### src/rtl/mvm_arbiter.sv
// mvm_arbiter: shares one mat_vec_mul between two requesters, round-robin
// issue, tag pipeline routes each result back to its originator in order.
// Ports:
//   clk, rstn                 clock, async active-low reset
//   req_valid/req_ready       per-requester issue handshake
//   req_A, req_x              per-requester 4x4 matrix and 4-vector
//   res_valid/res_ready       per-requester result handshake
//   res_y                     shared result vector, qualified by res_valid
//   mvm_enable                pipeline enable to the multiplier
//   mvm_A, mvm_x, mvm_dv      issue port to the multiplier
//   mvm_y, mvm_o_dv           result port from the multiplier
//   inflight                  issued operations not yet retired
module mvm_arbiter #(
    parameter int DATAWIDTH = 18,
    parameter int LATENCY   = 5
) (
    input  logic                        clk,
    input  logic                        rstn,
    input  logic [1:0]                  req_valid,
    output logic [1:0]                  req_ready,
    input  logic signed [DATAWIDTH-1:0] req_A [2][4][4],
    input  logic signed [DATAWIDTH-1:0] req_x [2][4],
    output logic [1:0]                  res_valid,
    input  logic [1:0]                  res_ready,
    output logic signed [DATAWIDTH-1:0] res_y [4],
    output logic                        mvm_enable,
    output logic signed [DATAWIDTH-1:0] mvm_A [4][4],
    output logic signed [DATAWIDTH-1:0] mvm_x [4],
    output logic                        mvm_dv,
    input  logic signed [DATAWIDTH-1:0] mvm_y [4],
    input  logic                        mvm_o_dv,
    output logic [2:0]                  inflight
);

    logic [LATENCY-1:0] tag_v;
    logic [LATENCY-1:0] tag_id;
    logic               tag_out_v;
    logic               tag_out_id;
    logic               rr;
    logic               gnt_any;
    logic               gnt_id;
    logic               retire;

    assign tag_out_v  = tag_v[LATENCY-1];
    assign tag_out_id = tag_id[LATENCY-1];

    // A finished result whose owner is not ready freezes the whole pipe.
    assign mvm_enable = ~(mvm_o_dv & ~res_ready[tag_out_id]);
    assign retire     = mvm_o_dv & mvm_enable;

    // Grants are held off during reset so nothing handshakes then.
    always_comb begin
        gnt_any = 1'b0;
        gnt_id  = 1'b0;
        if (rstn && mvm_enable) begin
            unique case (req_valid)
                2'b11: begin
                    gnt_any = 1'b1;
                    gnt_id  = rr;
                end
                2'b10: begin
                    gnt_any = 1'b1;
                    gnt_id  = 1'b1;
                end
                2'b01: gnt_any = 1'b1;
                default: ;
            endcase
        end
    end

    assign mvm_dv    = gnt_any;
    assign req_ready = gnt_any ? (gnt_id ? 2'b10 : 2'b01) : 2'b00;

    // With no grant gnt_id stays 0, so requester 0 is presented.
    always_comb begin
        for (int i = 0; i < 4; i++) begin
            mvm_x[i] = req_x[gnt_id][i];
            for (int j = 0; j < 4; j++) begin
                mvm_A[i][j] = req_A[gnt_id][i][j];
            end
        end
    end

    always_comb begin
        for (int i = 0; i < 4; i++) begin
            res_y[i] = mvm_y[i];
        end
    end

    assign res_valid = mvm_o_dv ? (tag_out_id ? 2'b10 : 2'b01) : 2'b00;

    // Tag pipe mirrors the multiplier: it moves only when the multiplier does.
    always_ff @(posedge clk or negedge rstn) begin
        if (!rstn) begin
            tag_v  <= '0;
            tag_id <= '0;
        end else if (mvm_enable) begin
            tag_v[0]  <= mvm_dv;
            tag_id[0] <= gnt_id;
            for (int i = 1; i < LATENCY; i++) begin
                tag_v[i]  <= tag_v[i-1];
                tag_id[i] <= tag_id[i-1];
            end
        end
    end

    always_ff @(posedge clk or negedge rstn) begin
        if (!rstn) begin
            rr <= 1'b0;
        end else if (gnt_any) begin
            rr <= ~gnt_id;
        end
    end

    always_ff @(posedge clk or negedge rstn) begin
        if (!rstn) begin
            inflight <= 3'd0;
        end else if (mvm_dv && !retire) begin
            inflight <= inflight + 3'd1;
        end else if (!mvm_dv && retire) begin
            inflight <= inflight - 3'd1;
        end
    end

`ifndef SYNTHESIS
    a_tag_match: assert property (@(posedge clk) disable iff (!rstn)
        mvm_o_dv |-> tag_out_v);
    a_depth: assert property (@(posedge clk) disable iff (!rstn)
        inflight <= 3'(LATENCY));
`endif

endmodule
### config.mk
export PLATFORM = sky130hd
export DESIGN_NAME = mvm_arbiter
export DESIGN_NICKNAME = d
export VERILOG_FILES = /design/src/rtl/mvm_arbiter.sv
export SDC_FILE = /design/constraint.sdc
export NUM_CORES = 1
export LEC_CHECK = 0
export CAP_MARGIN = 20
export CORE_AREA = 5 5 484 486
export CTS_CLUSTER_DIAMETER = 30
export CTS_CLUSTER_SIZE = 10
export DETAILED_ROUTE_END_ITERATION = 16
export DIE_AREA = 0 0 489 491
export PLACE_DENSITY = 0.3
export REMOVE_ABC_BUFFERS = 1
export SYNTH_ARGS = -nofsm -noshare
export SYNTH_HDL_FRONTEND = slang
export SYNTH_SLANG_ARGS = --single-unit
### constraint.sdc
create_clock -name clk -period 2.41 [get_ports clk]
set_clock_uncertainty 0.15 [all_clocks]
set_input_delay 0.241 -clock clk [delete_from_list [all_inputs] [get_ports clk]]
set_output_delay 0.241 -clock clk [all_outputs]
set_load 0.005 [all_outputs]
==> metrics.txt <==
# TYPE chip_impl_metric gauge
chip_impl_info{name="result_of_the_run",value="finished, violations left"} 1
chip_impl_info{name="violations_in_the_final_reports",value="setup timing"} 1
chip_impl_metric{name="clk_path_buf_depth",unit=""} 2
chip_impl_metric{name="post_synth_xor_area_fraction",unit=""} 0.00450
chip_impl_info{name="unrepaired_setup_endpoints_after_global_routing",value="yes"} 1
chip_impl_metric{name="cts_sinks",unit=""} 9
chip_impl_metric{name="synth_seq_area_share",unit=""} 0.0385
chip_impl_metric{name="port_buffers",unit=""} 1095
chip_impl_metric{name="postRouteAntennaNets",unit=""} 0
chip_impl_metric{name="grt_start_max_net_pins",unit=""} 30
chip_impl_metric{name="n_fill_cell",unit=""} 26500
chip_impl_metric{name="core.rowCount",unit=""} 176
chip_impl_metric{name="detailedRoute.firstIterationViolations",unit=""} 412
chip_impl_metric{name="finalHoldWorstSlack",unit="ps"} 332
chip_impl_metric{name="ys_warn_count",unit=""} 0
chip_impl_metric{name="place.detailed.hpwl",unit="mm"} 164
chip_impl_info{name="worstHoldPathType",value="in2out"} 1
chip_impl_metric{name="place_worst_setup_slack",unit="ps"} -1040
chip_impl_info{name="critPathKind",value="reg2out"} 1
chip_impl_metric{name="worstPathMaxFanout",unit=""} 14
chip_impl_metric{name="netlist.area_leader.share",unit=""} 0.358
chip_impl_metric{name="worst_path_largest_cell_delay",unit="ps"} 460
chip_impl_metric{name="timing_hold_violations_final",unit=""} 0
chip_impl_metric{name="gpl.final_weighted_congestion",unit=""} 0.884
chip_impl_info{name="cpLargestDelayFamily",value="buffers and inverters"} 1
chip_impl_metric{name="slew_viol_final",unit=""} 0
chip_impl_metric{name="syn-cell-area",unit="mm²"} 0.00584
chip_impl_metric{name="dieArea",unit="mm²"} 0.240
chip_impl_metric{name="critical_path.n_buffers_inverters",unit=""} 4
chip_impl_metric{name="stdcell_area",unit="mm²"} 0.0240
chip_impl_metric{name="synth_adder_area_share",unit=""} 0.00557
chip_impl_metric{name="die_w",unit="µm"} 489
chip_impl_metric{name="clock.fmax",unit="MHz"} 333
chip_impl_metric{name="timing.slew.headroom",unit=""} 0.624
chip_impl_metric{name="postLayoutSetupSlackWorst",unit="ps"} -595
chip_impl_metric{name="drt_pre_antenna_iters",unit=""} 4
chip_impl_metric{name="power-per-cell-area",unit="mW/mm²"} 297
chip_impl_metric{name="stdcell_count",unit=""} 4796
chip_impl_metric{name="period_needed",unit="ps"} 3010
chip_impl_metric{name="wire_per_inst",unit="µm"} 37.1
chip_impl_metric{name="period_share",unit=""} 1.25
chip_impl_metric{name="num_vias",unit=""} 10700
chip_impl_metric{name="cp_data_required_time",unit="ps"} 2020
chip_impl_info{name="tritoncts",value="yes"} 1
chip_impl_metric{name="yosysUniqueCellTypes",unit=""} 25
chip_impl_info{name="worst_setup_path_start_kind",value="flop"} 1
chip_impl_info{name="synthDominantAreaCellType",value="mux2_2"} 1
chip_impl_metric{name="placement_cell_area",unit="mm²"} 0.0207
chip_impl_metric{name="grt_antenna_before_repair",unit=""} 164
chip_impl_metric{name="grt_overall_usage",unit=""} 0.138
chip_impl_metric{name="final_net_count",unit=""} 2530
chip_impl_info{name="cts_root_buf",value="clkbuf_16"} 1
chip_impl_metric{name="core_region_area",unit="mm²"} 0.229
chip_impl_metric{name="clkTransAtPathRegs",unit="ps"} 40
chip_impl_metric{name="die_outline_height",unit="µm"} 491
chip_impl_info{name="synth_top_family_by_area",value="multiplexers"} 1
chip_impl_metric{name="post_synth_mux_area_share",unit=""} 0.770
chip_impl_metric{name="tightest_slew",unit="ps"} 563
chip_impl_metric{name="post_synth_and_or_nand_nor_area_fraction",unit=""} 0.0118
chip_impl_metric{name="maxCapViolations",unit=""} 0
chip_impl_metric{name="syn_to_final_growth",unit="%"} 311
chip_impl_info{name="final_cell_mix",value="clkdlybuf4s50_1 (759), mux2_4 (286), buf_6 (198)"} 1
chip_impl_metric{name="totalPowerFinal",unit="mW"} 7.15
chip_impl_metric{name="initial_core_util",unit=""} 0.0255
chip_impl_metric{name="totalWireLength",unit="mm"} 178
chip_impl_metric{name="synth_compound_gate_area_share",unit=""} 0.00707
chip_impl_metric{name="p_leak",unit="nW"} 10.1
chip_impl_metric{name="synth.ff_latch_count",unit=""} 9
chip_impl_metric{name="cts-hold-fix-buffers",unit=""} 0
chip_impl_metric{name="cts-buffers-inserted",unit=""} 3
chip_impl_metric{name="vias_in_the_first_global_route",unit=""} 11100
chip_impl_metric{name="htree_levels",unit=""} 1
chip_impl_metric{name="postSynthAreaPerCell",unit="µm²"} 11.3
chip_impl_metric{name="route.detailed.vias_per_inst",unit=""} 2.23
chip_impl_info{name="critPathCaptureType",value="output port"} 1
chip_impl_info{name="crit_path_top_delay_cell",value="clkdlybuf4s50_1"} 1
chip_impl_info{name="synth.area.top_cells",value="mux2_2 (36%), mux2_4 (26%), mux2_1 (15%)"} 1
chip_impl_metric{name="floorplan.io_pins",unit=""} 1240
chip_impl_metric{name="largest_voltage_drop_on_the_vdd_net",unit="V"} 0.000173
chip_impl_metric{name="proportion_of_layout_cells_with_a_drive_suffix_above_1",unit=""} 0.512
chip_impl_metric{name="drc",unit=""} 0
chip_impl_info{name="layout.cells.most_common",value="clkdlybuf4s50_1"} 1
chip_impl_metric{name="global_route_wire_length_before_repair",unit="mm"} 200
chip_impl_info{name="path_cells",value="mux2_4, o2111ai_4, buf_12, buf_16, buf_4, mux2_2, clkdlybuf4s50_1"} 1
chip_impl_metric{name="setup_violations",unit=""} 362
chip_impl_metric{name="grt-ovfl-total",unit=""} 0
chip_impl_metric{name="postSynthCellCount",unit=""} 517
chip_impl_metric{name="worstSkewPairLatency",unit="ps"} 250
chip_impl_metric{name="placedCellCount",unit=""} 4620
chip_impl_metric{name="cp.arrival",unit="ps"} 2610
path summary, 6_finish.rpt:
check | startpoint | cells past startpoint | end | slack, ps
setup / recovery | tag_id[4]$_DFFE_PN0N_ | 7 | mvm_A[0] | -600
hold / removal | mvm_y[57] | 0 | res_y[57] | 330
setup reg to reg | tag_id[4]$_DFFE_PN0N_ | 9 | inflight[1]$_DFFE_PN0P_ | -20
hold reg to reg | inflight[2]$_DFFE_PN0P_ | 1 | inflight[2]$_DFFE_PN0P_ | 350
max in group asynchronous | rstn | 2 | tag_id[0]$_DFFE_PN0N_ | 1550
min in group asynchronous | rstn | 2 | tag_id[1]$_DFFE_PN0N_ | 380
logic make-up (layout without fill, tap and decap cells):
| family | count (synthesis) | count (layout) |
|---|---|---|
| AO/OA/AOI/OAI | 6 | 6 |
| XOR/XNOR | 3 | 3 |
| adder cells (fa/ha/maj) | 2 | 2 |
| buffers and inverters | 116 | 1327 |
| flip-flops | 9 | 9 |
| multiplexers | 366 | 366 |
| other | 0 | 42 |
| AND/OR/NAND/NOR | 15 | 15 |
cell usage after synthesis, drive strengths merged:
cell,number
mux2i,1
nand3,1
and2,1
o2111ai,1
a21oi,1
inv,4
nor2b,1
nor2,4
nor3b,1
dfrtp,9
o21ai,3
buf,112
xor2,2
nand2,6
fa,1
o22ai,1
ha,1
xnor2,1
nand2b,1
mux2,365
routing by layer:
layer	global-route usage	routed length, µm	part of all wire
met5	0.00242	975	0.0055
met1	0.166	72800	0.41
met2	0.228	79400	0.45
met4	0.0137	3830	0.022
met3	0.0670	20900	0.12
where the power goes:
group,internal [mW],total [mW],leakage (nW),switching [mW]
combinational,3.76,6.57,9.92,2.81
sequential,0.205,0.256,0.113,0.0514
clock,0.224,0.324,0.0384,0.0998
total,4.19,7.15,10.1,2.96
repair_timing:
| action | CTS | global route |
|---|---|---|
| gates resized for setup | 531 | 357 |
| pin swaps | 1 | 6 |
| setup endpoints to repair | 365 | 364 |
| setup buffers | 55 | 71 |
| cloned | 14 | 9 |
state kept, by name, indices dropped and copies added (netlist names):
| signal | count |
|---|---|
| tag_id | 5 |
| rr | 1 |
| inflight | 3 |
layout make-up:
type,count,area (µm²),share of cell area
repair buffers,1319,14400,0.599
multi-input cells,392,5420,0.225
well taps,3026,3790,0.158
flip-flops and latches,9,225,0.00937
diodes,42,105,0.00437
clock buffers,4,78.8,0.00328
inverters,4,15.0,0.000625
through the flow:
| step | utilization | TNS [ps] |
|---|---|---|
| after global routing | 0.104 | -181250 |
| after floorplan | - | -4010890 |
| after detailed placement | 0.0902 | -222530 |
| final | 0.105 | -157870 |
| after CTS | 0.0980 | -193850 |
| after global placement | 0.0902 | -226490 |
worst register-to-register path, cell delays in order (launching register included):
cell and delay, ps:
dfrtp_1 390, mux2_4 330, buf_4 140, buf_6 120
o21ai_4 170, nor2_4 90, ha_4 190, inv_2 50
fa_2 430, mux2_2 270
Note: power is estimated with default switching activity, not from simulation.
